--- src/rtl/riscv_test_monitor.sv ---
// riscv_test_monitor: end-of-test monitor for the RISC-V core.
// Snoops NUM_WPORTS register-file writeback ports and shadows the done, pass
// and test-number registers. After done==1 it waits SETTLE_CYCLES more cycles,
// then issues a sticky PASS/FAIL verdict, or TIMEOUT if the run takes too long.
// Ports:
//   clk, rst                  clock, asynchronous active-high reset
//   start                     pulse, arms the monitor from IDLE
//   clr                       synchronous clear back to IDLE
//   wb_we/wb_waddr/wb_wdata   per-port writeback snoop, port i in slice i
//   finished/pass/fail/timeout verdict flags decoded from state
//   fail_testnum              test-number shadow, frozen at the verdict
//   cycle_count               saturating cycles spent in RUN+SETTLE
//   state                     IDLE=0 RUN=1 SETTLE=2 PASS=3 FAIL=4 TIMEOUT=5

// Per-port index decode; index 0 never matches because x0 is hardwired zero.
module riscv_test_monitor_wport #(
  parameter int ADDR_WIDTH = 5,
  parameter int DONE_REG   = 26,
  parameter int PASS_REG   = 27,
  parameter int TNUM_REG   = 3
) (
  input  logic                  we_i,
  input  logic [ADDR_WIDTH-1:0] waddr_i,
  output logic                  done_hit_o,
  output logic                  pass_hit_o,
  output logic                  tnum_hit_o
);
  logic wr;
  assign wr         = we_i && (waddr_i != '0);
  assign done_hit_o = wr && (waddr_i == ADDR_WIDTH'(DONE_REG));
  assign pass_hit_o = wr && (waddr_i == ADDR_WIDTH'(PASS_REG));
  assign tnum_hit_o = wr && (waddr_i == ADDR_WIDTH'(TNUM_REG));
endmodule

module riscv_test_monitor #(
  parameter int DATA_WIDTH     = 32,
  parameter int ADDR_WIDTH     = 5,
  parameter int NUM_WPORTS     = 1,
  parameter int DONE_REG       = 26,
  parameter int PASS_REG       = 27,
  parameter int TNUM_REG       = 3,
  parameter int SETTLE_CYCLES  = 5,
  parameter int TIMEOUT_CYCLES = 25000,
  parameter int CNT_WIDTH      = 32
) (
  input  logic                           clk,
  input  logic                           rst,
  input  logic                           start,
  input  logic                           clr,
  input  logic [NUM_WPORTS-1:0]          wb_we,
  input  logic [NUM_WPORTS*ADDR_WIDTH-1:0] wb_waddr,
  input  logic [NUM_WPORTS*DATA_WIDTH-1:0] wb_wdata,
  output logic                           finished,
  output logic                           pass,
  output logic                           fail,
  output logic                           timeout,
  output logic [DATA_WIDTH-1:0]          fail_testnum,
  output logic [CNT_WIDTH-1:0]           cycle_count,
  output logic [2:0]                     state
);
  typedef enum logic [2:0] {
    S_IDLE = 3'd0, S_RUN = 3'd1, S_SETTLE = 3'd2,
    S_PASS = 3'd3, S_FAIL = 3'd4, S_TIMEOUT = 3'd5
  } st_e;

  localparam int SW = (SETTLE_CYCLES > 1) ? $clog2(SETTLE_CYCLES) : 1;
  localparam logic [SW-1:0]        S_LAST  = SW'((SETTLE_CYCLES > 0) ? SETTLE_CYCLES - 1 : 0);
  localparam logic [CNT_WIDTH-1:0] TO_LAST = CNT_WIDTH'(TIMEOUT_CYCLES - 1);

  st_e                  state_q, state_d;
  logic [DATA_WIDTH-1:0] done_q, done_d, pass_q, pass_d, tnum_q, tnum_d;
  logic [CNT_WIDTH-1:0] to_q, to_d, cc_q, cc_d;
  logic [SW-1:0]        st_q, st_d;
  logic [NUM_WPORTS-1:0] done_hit, pass_hit, tnum_hit;
  logic term, to_hit, settle_last;

  for (genvar g = 0; g < NUM_WPORTS; g++) begin : g_port
    riscv_test_monitor_wport #(
      .ADDR_WIDTH(ADDR_WIDTH), .DONE_REG(DONE_REG),
      .PASS_REG(PASS_REG), .TNUM_REG(TNUM_REG)
    ) u_wport (
      .we_i       (wb_we[g]),
      .waddr_i    (wb_waddr[g*ADDR_WIDTH +: ADDR_WIDTH]),
      .done_hit_o (done_hit[g]),
      .pass_hit_o (pass_hit[g]),
      .tnum_hit_o (tnum_hit[g])
    );
  end

  assign term        = (state_q == S_PASS) || (state_q == S_FAIL) || (state_q == S_TIMEOUT);
  assign to_hit      = (to_q == TO_LAST);
  // SETTLE_CYCLES of 0 or 1 both resolve on the first SETTLE cycle.
  assign settle_last = (SETTLE_CYCLES <= 1) || (st_q == S_LAST);

  // State register
  always_ff @(posedge clk or posedge rst) begin
    if (rst) state_q <= S_IDLE;
    else     state_q <= state_d;
  end

  // Next state; timeout outranks done and settle completion.
  always_comb begin
    state_d = state_q;
    if (clr) state_d = S_IDLE;
    else begin
      unique case (state_q)
        S_IDLE:   if (start) state_d = S_RUN;
        S_RUN:    if (to_hit) state_d = S_TIMEOUT;
                  else if (done_q == DATA_WIDTH'(1)) state_d = S_SETTLE;
        S_SETTLE: if (to_hit) state_d = S_TIMEOUT;
                  else if (settle_last)
                    state_d = (pass_q == DATA_WIDTH'(1)) ? S_PASS : S_FAIL;
        default:  state_d = state_q;
      endcase
    end
  end

  // Outputs decoded from the state register.
  always_comb begin
    finished     = term;
    pass         = (state_q == S_PASS);
    fail         = (state_q == S_FAIL);
    timeout      = (state_q == S_TIMEOUT);
    fail_testnum = term ? tnum_q : '0;
    cycle_count  = cc_q;
    state        = state_q;
  end

  // Shadows: ascending port loop so the highest port wins on a collision.
  always_comb begin
    done_d = done_q;
    pass_d = pass_q;
    tnum_d = tnum_q;
    if (clr) begin
      done_d = '0;
      pass_d = '0;
      tnum_d = '0;
    end else if (!term) begin
      for (int i = 0; i < NUM_WPORTS; i++) begin
        if (done_hit[i]) done_d = wb_wdata[i*DATA_WIDTH +: DATA_WIDTH];
        if (pass_hit[i]) pass_d = wb_wdata[i*DATA_WIDTH +: DATA_WIDTH];
        if (tnum_hit[i]) tnum_d = wb_wdata[i*DATA_WIDTH +: DATA_WIDTH];
      end
    end
  end

  // Counters
  always_comb begin
    to_d = to_q;
    cc_d = cc_q;
    st_d = '0;
    if (clr) begin
      to_d = '0;
      cc_d = '0;
    end else begin
      unique case (state_q)
        S_IDLE: if (start) begin
          to_d = '0;
          cc_d = '0;
        end
        S_RUN, S_SETTLE: begin
          to_d = to_q + 1'b1;
          if (cc_q != '1) cc_d = cc_q + 1'b1;
          if (state_q == S_SETTLE) st_d = st_q + 1'b1;
        end
        default: ;
      endcase
    end
  end

  always_ff @(posedge clk or posedge rst) begin
    if (rst) begin
      done_q <= '0;
      pass_q <= '0;
      tnum_q <= '0;
      to_q   <= '0;
      cc_q   <= '0;
      st_q   <= '0;
    end else begin
      done_q <= done_d;
      pass_q <= pass_d;
      tnum_q <= tnum_d;
      to_q   <= to_d;
      cc_q   <= cc_d;
      st_q   <= st_d;
    end
  end
endmodule

--- config.mk ---
export PLATFORM = sky130hd
export DESIGN_NAME = riscv_test_monitor
export DESIGN_NICKNAME = d
export VERILOG_FILES = /design/src/rtl/riscv_test_monitor.sv
export SDC_FILE = /design/constraint.sdc
export NUM_CORES = 1
export LEC_CHECK = 0
export CAP_MARGIN = 40
export CORE_ASPECT_RATIO = 0.75
export CORE_MARGIN = 2
export CORE_UTILIZATION = 40
export CTS_CLUSTER_DIAMETER = 30
export CTS_CLUSTER_SIZE = 30
export DETAILED_ROUTE_END_ITERATION = 16
export PLACE_DENSITY_LB_ADDON = 0.08
export SYNTH_ARGS = -nofsm -noshare
export SYNTH_HDL_FRONTEND = slang
export SYNTH_HIERARCHICAL = 1
export SYNTH_SLANG_ARGS = --single-unit
--- constraint.sdc ---
create_clock -name clk -period 17.4 [get_ports clk]
set_input_delay 3.48 -clock clk [delete_from_list [all_inputs] [get_ports clk]]
set_output_delay 3.48 -clock clk [all_outputs]
set_load 0.1 [all_outputs]
==> Yosys cells after proc, flatten, opt, wreduce, memory -nomap -nowiden <==
Index checks and enable logic that the tools add are counted.
W data, S select, Z words.
{ "word_totals": {"regBits": 166, "inputBits": 42} }
{ "op_classes": {"addsub": 3, "n_eq_ne": 18, "muxes": 27, "n_reduce_logical": 20} }
{ "op_table": {"columns": ["op", "n"], "rows": [
  ["$mux W32", 14],
  ["$pmux W32 S2", 2],
  ["$add A32 B1 Y32 const B", 2],
  ["$eq A32 B1 Y1 const B", 2],
  ["$eq A32 B15 Y1 const B", 1],
  ["$ne A32 B32 Y1 const B", 1],
  ["$mux W3", 10],
  ["$eq A5 B5 Y1 const B", 2],
  ["$eq A3 B3 Y1 const B", 3],
  ["$pmux W3 S3", 1],
  ["$ne A4 B4 Y1 const B", 2],
  ["$reduce_and A2 Y1", 4],
  ["$eq A3 B2 Y1 const B", 2],
  ["$ne A3 B3 Y1 const B", 2],
  ["$reduce_bool A2 Y1", 3],
  ["$eq A5 B2 Y1 const B", 1],
  ["$reduce_bool A5 Y1", 1],
  ["$logic_and A1 B1 Y1", 4],
  ["$reduce_and A4 Y1", 1],
  ["$reduce_bool A4 Y1", 1],
  ["$add A3 B1 Y3 const B", 1],
  ["$eq A3 B1 Y1 const B", 1],
  ["$logic_not A3 Y1", 1],
  ["$reduce_and A3 Y1", 1],
  ["other kinds (4)", 5]
]} }

==> Depth between registers and ports, before layout <==
Gate-level depths: netlist (run 1).
{ "logic_depth": {"depth_word": 6, "mapped_depth": 9} }

==> By module <==
Netlist (run 1), hierarchy kept.
{ "modules_own_cells": {"columns": ["mod", "n_inst", "cells_each", "area_per_inst_um2", "seq_area_each_um2"], "rows": [
  ["riscv_test_monitor", 1, 915, 8119.0, 4154.0],
  ["riscv_test_monitor_wport", 1, 6, 38.8, 0.0]
]} }

==> Worst setup path before layout (run 1) <==
Ideal clock, no wire load.
{ "synth_path": {"path_kind": "register -> output", "from": "register state_q[0], in the netlist state[0]", "to": "output fail_testnum[22]", "arrival_ps": 4315, "required_ps": 13920, "slack_ps": 9605, "stages_incl_launch_ff": 7, "cell_sequence": "dfrtp_1 -> buf_2 -> and3b_1 -> a21oi_1 -> inv_1 -> clkbuf_1 -> and2_1"} }
{ "synth_between": {"elab_chain_cells": 4} }
{ "synth_lines": {"columns": ["element", "line", "text"], "rows": [
  ["start, declared", "70", "st_e state_q, state_d;"],
  ["start signal, assigned", "98", "else state_q <= state_d;"],
  ["$eq A3 B2 Y1", null, null],
  ["net pass", "54", "output logic pass,"],
  ["$logic_or A1 B1 Y1 (2 in a row)", "90", "assign term = (state_q == S_PASS) || (state_q == S_FAIL) || (state_q == S_TIMEOUT);"],
  ["net finished", "53", "output logic finished,"],
  ["$mux W32", "124", "fail_testnum = term ? tnum_q : '0;"],
  ["end, declared", "57", "output logic [DATA_WIDTH-1:0] fail_testnum,"]
]} }
The timed path passes the listed nets, and every way through them passes these cells.

==> Worst setup path after layout (run 1) <==
{ "layout_path": {"from": "register state_q[0], in the netlist state[0]", "to": "output fail_testnum[16]"} }
{ "layout_between": {"elab_chain_cells": 4} }
{ "layout_lines": {"columns": ["element", "line"], "rows": [
  ["$eq A3 B2 Y1 / $eq A3 B3 Y1 (equally long branches)", "90"],
  ["$logic_or A1 B1 Y1", "90"],
  ["$logic_or A1 B1 Y1 *", "90"],
  ["$mux W32 *", "124"]
]} }
Mark *: on every way between the ends. The rest lies on a longest branch, timed or not.

==> results of run 1 <==
state kept, by name, summed over array words and instances (netlist names):
name	cells
cycle_count	32
done_q	32
tnum_q	32
pass_q	32
state	3
st_q	3
to_q	32
metrics by stage:
step	hold WS (ns)	power, mW	cells
after floorplan	0.432	0.556	921
after global placement	0.455	0.607	1241
after detailed placement	0.456	0.641	1317
after CTS	0.469	1.02	1349
after global routing	0.489	1.05	1349
final	0.469	1.01	1349
worst register-to-register path, cell delays in order (launching register included):
cell and delay, ns:
dfrtp_1 0.47, ha_1 0.24, nand3_2 0.18, or4_4 0.64, o31a_1 0.54, buf_4 0.30
and3_1 0.19, a211o_1 0.22
placed cells by master (no fill, tap or decap), types with 3 or more instances in the layout:
| cell | instances |
|---|---|
| buf_16 | 9 |
| clkdlybuf4s50_1 | 111 |
| or3_1 | 18 |
| inv_1 | 16 |
| nand4_1 | 24 |
| ha_1 | 4 |
| and4_1 | 7 |
| nor4_1 | 27 |
| dfrtp_1 | 166 |
| xnor2_1 | 18 |
| buf_8 | 65 |
| a31oi_1 | 18 |
| a31o_2 | 5 |
| clkinv_2 | 4 |
| a211o_1 | 3 |
| clkinvlp_4 | 3 |
| clkbuf_16 | 17 |
| nand2_1 | 217 |
| a21oi_2 | 3 |
| o21ai_0 | 22 |
| nor3_1 | 16 |
| nand3_1 | 21 |
| buf_4 | 10 |
| o31ai_1 | 5 |
| a21oi_1 | 126 |
| a211oi_1 | 3 |
| and3_1 | 10 |
| nor4b_1 | 6 |
| nand2b_1 | 4 |
| a41oi_1 | 4 |
| a22o_1 | 4 |
| nor2_1 | 32 |
| and2_1 | 38 |
| inv_6 | 4 |
| o31a_1 | 4 |
| or4_1 | 4 |
cell families after synthesis:
kind of cell | Yosys count | share of synthesized area (%)
buf+inv | 76 | 4.00
compound gates | 207 | 14.9
simple gates | 445 | 27.0
fa+ha+maj | 4 | 0.614
flops | 166 | 50.9
xor+xnor | 20 | 2.15
mux | 3 | 0.399
synth_stat cells (7+ instances only):
cell	n	area, um^2
xnor2_1	18	158
clkbuf_1	50	188
nor3_1	16	80.1
nor2_1	32	120
a31oi_1	18	113
nor4_1	27	169
nand2_1	217	815
and3_1	10	62.6
nand4_1	24	150
and4_1	7	61.3
nand3_1	21	105
and2_1	38	238
o21ai_0	22	110
a21oi_1	126	631
inv_1	17	63.8
dfrtp_1	166	4150
or3_1	18	113
final timing paths:
path / endpoint / slack (ns) / cells after the start
worst max register to register: cycle_count[30] / 14.51 / 7
min in group asynchronous: to_q[27] / 3.37 / 2
worst min-delay path: st_q[0] / 0.47 / 1
worst min register to register: st_q[0] / 0.47 / 1
max in group asynchronous: done_q[27] / 12.69 / 5
worst max-delay path: fail_testnum[16] / 10.92 / 6
final cells by class:
type / count / area (um^2) / area share, %
timing repair buffer: 197 / 2440 / 21.7
clock inverter: 14 / 149 / 1.32
clock buffer: 18 / 439 / 3.90
tap: 258 / 323 / 2.87
inverter: 17 / 68.8 / 0.612
sequential: 166 / 4150 / 36.9
multi-input combinational: 679 / 3680 / 32.7
power by group:
group,switching (mW),internal (mW)
logic,0.145,0.0785
clock network,0.164,0.216
registers,0.0152,0.395
per-layer routing:
metal	global-route usage [%]	vias to the layer above
met4	5.17	0
met3	4.57	12
li1	-	3538
met5	0	-
met2	30.4	142
met1	32.8	3513
==> impl_metrics.env, run 1 <==
export IMPL_finalWeightedCongestion=0.801
export IMPL_worst_slack_ns=10.92
export IMPL_yosysWarnings=6
export IMPL_totalWireLength_um=22000
export IMPL_num_antenna_cells=0
export IMPL_peakVddDrop_uv=63.8
export IMPL_start_util_pct=40.6
export IMPL_cp_max_fo=33
export IMPL_cp_num_buf_inv=3
export IMPL_synth_seq_cells=166
export IMPL_maxSlewViolCount=0
export IMPL_holdCritPathClass="register to register"
export IMPL_maxCapViolations=0
export IMPL_synth_flop_cell="dfrtp_1"
export IMPL_top_layer="met4"
export IMPL_crit_family="buffers and inverters"
export IMPL_cts_made_buffers=17
export IMPL_wl_met2_um=9530
export IMPL_drt_iter0_markers=530
export IMPL_die_h_um=128
export IMPL_grt_pass1_wl_um=36700
export IMPL_period_minus_slack_ns=6.48
export IMPL_path_class="register to output port"
export IMPL_arrival_ns=3.00
export IMPL_tightestPinTransition_ns=0.827
export IMPL_place_hpwl_um=15100
export IMPL_start_kind="register"
export IMPL_grt_overflow_total=0
export IMPL_grt_use_total_pct=21.3
export IMPL_worst_clock_skew_ns=0.0100
export IMPL_root_buffer="clkbuf_16"
export IMPL_syn_area_per_cell_um2=8.86
export IMPL_fin_setup_tns_ns=0
export IMPL_maxSlewHeadroom_pct=44.8
export IMPL_fin_area_mm2=0.0113
export IMPL_ys_seq_area_share_pct=50.9
export IMPL_syn_nets=967
export IMPL_path_cells="and3b_1, a21oi_1, inv_1, and2_1, clkdlybuf4s50_1, buf_8"
export IMPL_cts_sinks=166
export IMPL_p_leak_nw=4.53
export IMPL_synth_cell_types=61
export IMPL_fin_nets=1124
export IMPL_drt_first_pass_iters=7
export IMPL_ctsHoldBuffers=0
export IMPL_synth_edff_count=0
export IMPL_grt_setup_unrepaired="no"
export IMPL_cts_htree_levels=4
export IMPL_drc=0
export IMPL_grt_pass1_vias=6910
export IMPL_cp_required_ns=13.92
export IMPL_crit_path_end_kind="output port"
export IMPL_clockBufferDepth=2
export IMPL_fill_cells=1777
export IMPL_clk_latency_ns=0.44
export IMPL_cts_tree="yes"
export IMPL_row_count=45
export IMPL_finalCritPeriodShare_pct=37.2
export IMPL_syn_instance_count=921
export IMPL_dr_wl_met3_um=833
export IMPL_synthArstFlopShare_pct=100
export IMPL_drive_gt1_share_pct=13.2
export IMPL_postCtsSetupRepairBufs=0
export IMPL_io_buffer_count=112
export IMPL_wl_met1_um=11400
export IMPL_syn_area_mm2=0.00816
export IMPL_setup_viol=0
export IMPL_fmax_mhz=154
export IMPL_io_pins=113
export IMPL_dpl_instance_area_mm2=0.0107
export IMPL_dp_slack_ns=11.37
export IMPL_grt_max_degree=76
export IMPL_coreArea_mm2=0.0201
export IMPL_die_w_um=169
export IMPL_cts_clk_slew_worst_paths_ns=0.06
export IMPL_hold_viol_final=0
export IMPL_vias=7205
export IMPL_r2r_start="cycle_count[0]"
export IMPL_dieArea_mm2=0.0216
export IMPL_slowest_stage="dfrtp_1"
export IMPL_syn_to_final_growth_pct=37.9
export IMPL_drtAntennaViolNets=0
export IMPL_outcome="finished, final reports clean"
export IMPL_powerDensity_mw_per_mm2=90.1
export IMPL_antenna_found_initial=0
export IMPL_worstHoldStart="st_q[0]"
export IMPL_ctsResizeCount=0
export IMPL_max_stage_delay_ns=0.49
export IMPL_wire_per_inst_um=16.3
export IMPL_final_core_util_pct=56.0
export IMPL_drt_vias_per_instance=5.34
export IMPL_startpoint="state[0]"
Note: power is estimated with default switching activity, not from simulation.
==> run 2, diff against run 1 <==
==> constraint.sdc (replaced) <==
create_clock -name clk -period 6.71 [get_ports clk]
set_input_delay 1.342 -clock clk [delete_from_list [all_inputs] [get_ports clk]]
set_output_delay 1.342 -clock clk [all_outputs]
set_load 0.1 [all_outputs]
==> impl_metrics.env, run 2 (synthesized netlist as in run 1, its figures left out) <==
export IMPL_outcome="finished, final reports clean"
export IMPL_dieArea_mm2=0.0216
export IMPL_cts_htree_levels=4
export IMPL_die_h_um=128
export IMPL_ctsHoldBuffers=0
export IMPL_final_common_cell="nand2_1"
export IMPL_clk_latency_ns=0.44
export IMPL_finalCritPeriodShare_pct=64.4
export IMPL_tightestPinTransition_ns=0.811
export IMPL_vias=7260
export IMPL_dp_slack_ns=2.82
export IMPL_power_clock_fraction_pct=37.7
export IMPL_cp_num_buf_inv=3
export IMPL_regArea_mm2=0.00415
export IMPL_final_cell_mix="nand2_1, dfrtp_1, a21oi_1"
export IMPL_place_hpwl_um=15100
export IMPL_dp_cells=1316
export IMPL_drt_vias_per_instance=5.39
export IMPL_grt_max_degree=84
export IMPL_seq_power_share_pct=40.5
export IMPL_hold_viol_final=0
export IMPL_setup_viol=0
export IMPL_start_util_pct=40.6
export IMPL_r2r_cells=7
export IMPL_p_int_mw=1.79
export IMPL_peakVddDrop_uv=174
export IMPL_drt_first_pass_iters=5
export IMPL_start_kind="register"
export IMPL_finalWeightedCongestion=0.802
export IMPL_fin_area_mm2=0.0112
export IMPL_io_buffer_count=112
export IMPL_holdCritPathClass="register to register"
export IMPL_combinationalPowerShare_pct=21.8
export IMPL_grt_use_total_pct=21.5
export IMPL_drt_iter0_markers=583
export IMPL_slowest_stage="dfrtp_1"
export IMPL_drtAntennaViolNets=0
export IMPL_holdPathEnd="st_q[0]"
export IMPL_clockBufferDepth=2
export IMPL_wire_per_inst_um=16.4
export IMPL_period_minus_slack_ns=4.32
export IMPL_cts_tree="yes"
export IMPL_io_pins=113
export IMPL_die_w_um=169
export IMPL_maxSlewHeadroom_pct=45.9
export IMPL_path_cells="and3b_1, a21oi_1, inv_1, and2_1, clkdlybuf4s50_1, buf_8"
export IMPL_cp_required_ns=5.37
export IMPL_dpl_instance_area_mm2=0.0106
export IMPL_netSwitchingFraction_pct=31.9
export IMPL_ctsResizeCount=0
export IMPL_crit_family="buffers and inverters"
export IMPL_worst_clock_skew_ns=0.0127
export IMPL_max_stage_delay_ns=0.49
export IMPL_crit_path_end_kind="output port"
export IMPL_hold_path_depth=1
export IMPL_arrival_ns=2.98
export IMPL_grt_pass1_vias=6985
export IMPL_cts_sinks=166
export IMPL_antenna_found_initial=0
export IMPL_drive_gt1_share_pct=13.0
export IMPL_worstHoldStart="st_q[0]"
export IMPL_power_mw=2.63
export IMPL_cts_made_buffers=17
export IMPL_coreArea_mm2=0.0201
export IMPL_row_count=45
export IMPL_fin_nets=1123
export IMPL_grt_pass1_wl_um=37000
export IMPL_cp_max_fo=33
export IMPL_totalWireLength_um=22100
export IMPL_met2_usage_pct=31.0
export IMPL_fin_setup_tns_ns=0
export IMPL_root_buffer="clkbuf_16"
export IMPL_grt_setup_unrepaired="no"
export IMPL_fill_cells=1789
export IMPL_maxSlewViolCount=0
export IMPL_syn_to_final_growth_pct=37.5
export IMPL_gr_usage_met3_pct=4.29
export IMPL_rrSetupSlack_ns=3.86
export IMPL_path_class="register to output port"
export IMPL_met1_usage_pct=32.8
export IMPL_final_cells=1348
export IMPL_grt_overflow_total=0
export IMPL_num_antenna_cells=0
export IMPL_drc=0
export IMPL_grt_busiest_layer="met1"
export IMPL_maxCapViolations=0
export IMPL_r2r_start="cycle_count[0]"
export IMPL_worst_slack_ns=2.39
export IMPL_postCtsSetupRepairBufs=0
export IMPL_power_switching_mw=0.838
export IMPL_cts_clk_slew_worst_paths_ns=0.06
export IMPL_multi_input_area_mm2=0.00368
export IMPL_p_leak_nw=4.50
export IMPL_fmax_mhz=231
export IMPL_powerDensity_mw_per_mm2=234
export IMPL_rr_endpoint="cycle_count[30]"
## run 2: worst max-delay path by stage
stage,cells after the start,from,slack [ns],to
4_1_cts,6,state[0],2.35,fail_testnum[12]
2_1_floorplan,1,rst,0.88,cycle_count[0]
5_1_grt,6,state[0],2.15,fail_testnum[13]
3_5_place_dp,6,state[0],2.82,fail_testnum[22]
6_report,6,state[0],2.39,fail_testnum[15]
3_3_place_gp,5,state[1],2.57,fail_testnum[19]
## run 2: layout make-up
| class | instances | share of cell area (%) |
|---|---|---|
| Sequential cell | 166 | 37.0 |
| Inverter | 17 | 0.614 |
| Timing Repair Buffer | 196 | 21.4 |
| Clock inverter | 13 | 1.31 |
| Tap cell | 258 | 2.88 |
| Multi-Input combinational cell | 679 | 32.8 |
| Clock buffer | 19 | 3.95 |
## run 2: metal layers
metal	share of wire, %	vias up	routed length, um
li1	-	3541	-
met1	52	3546	11600
met2	42	155	9370
met3	4.2	18	926
met4	0.99	0	218
met5	0	-	0
## run 2: per-stage QoR
stage / util [%] / hold WS, ns
2_1_floorplan: - / 0.432
5_1_grt: 55.8 / 0.512
4_1_cts: 55.8 / 0.471
3_3_place_gp: 46.8 / 0.455
3_5_place_dp: 52.9 / 0.455
6_report: 55.8 / 0.473
## run 2: power by group through the flow
stage          registers [mW]  logic (mW)  clock network (mW)
2_1_floorplan            1.17       0.271                   0
3_3_place_gp             1.08       0.495                   0
3_5_place_dp             1.08       0.578                   0
4_1_cts                  1.06       0.578                1.01
5_1_grt                  1.07       0.614                1.05
6_report                 1.06       0.574               0.990
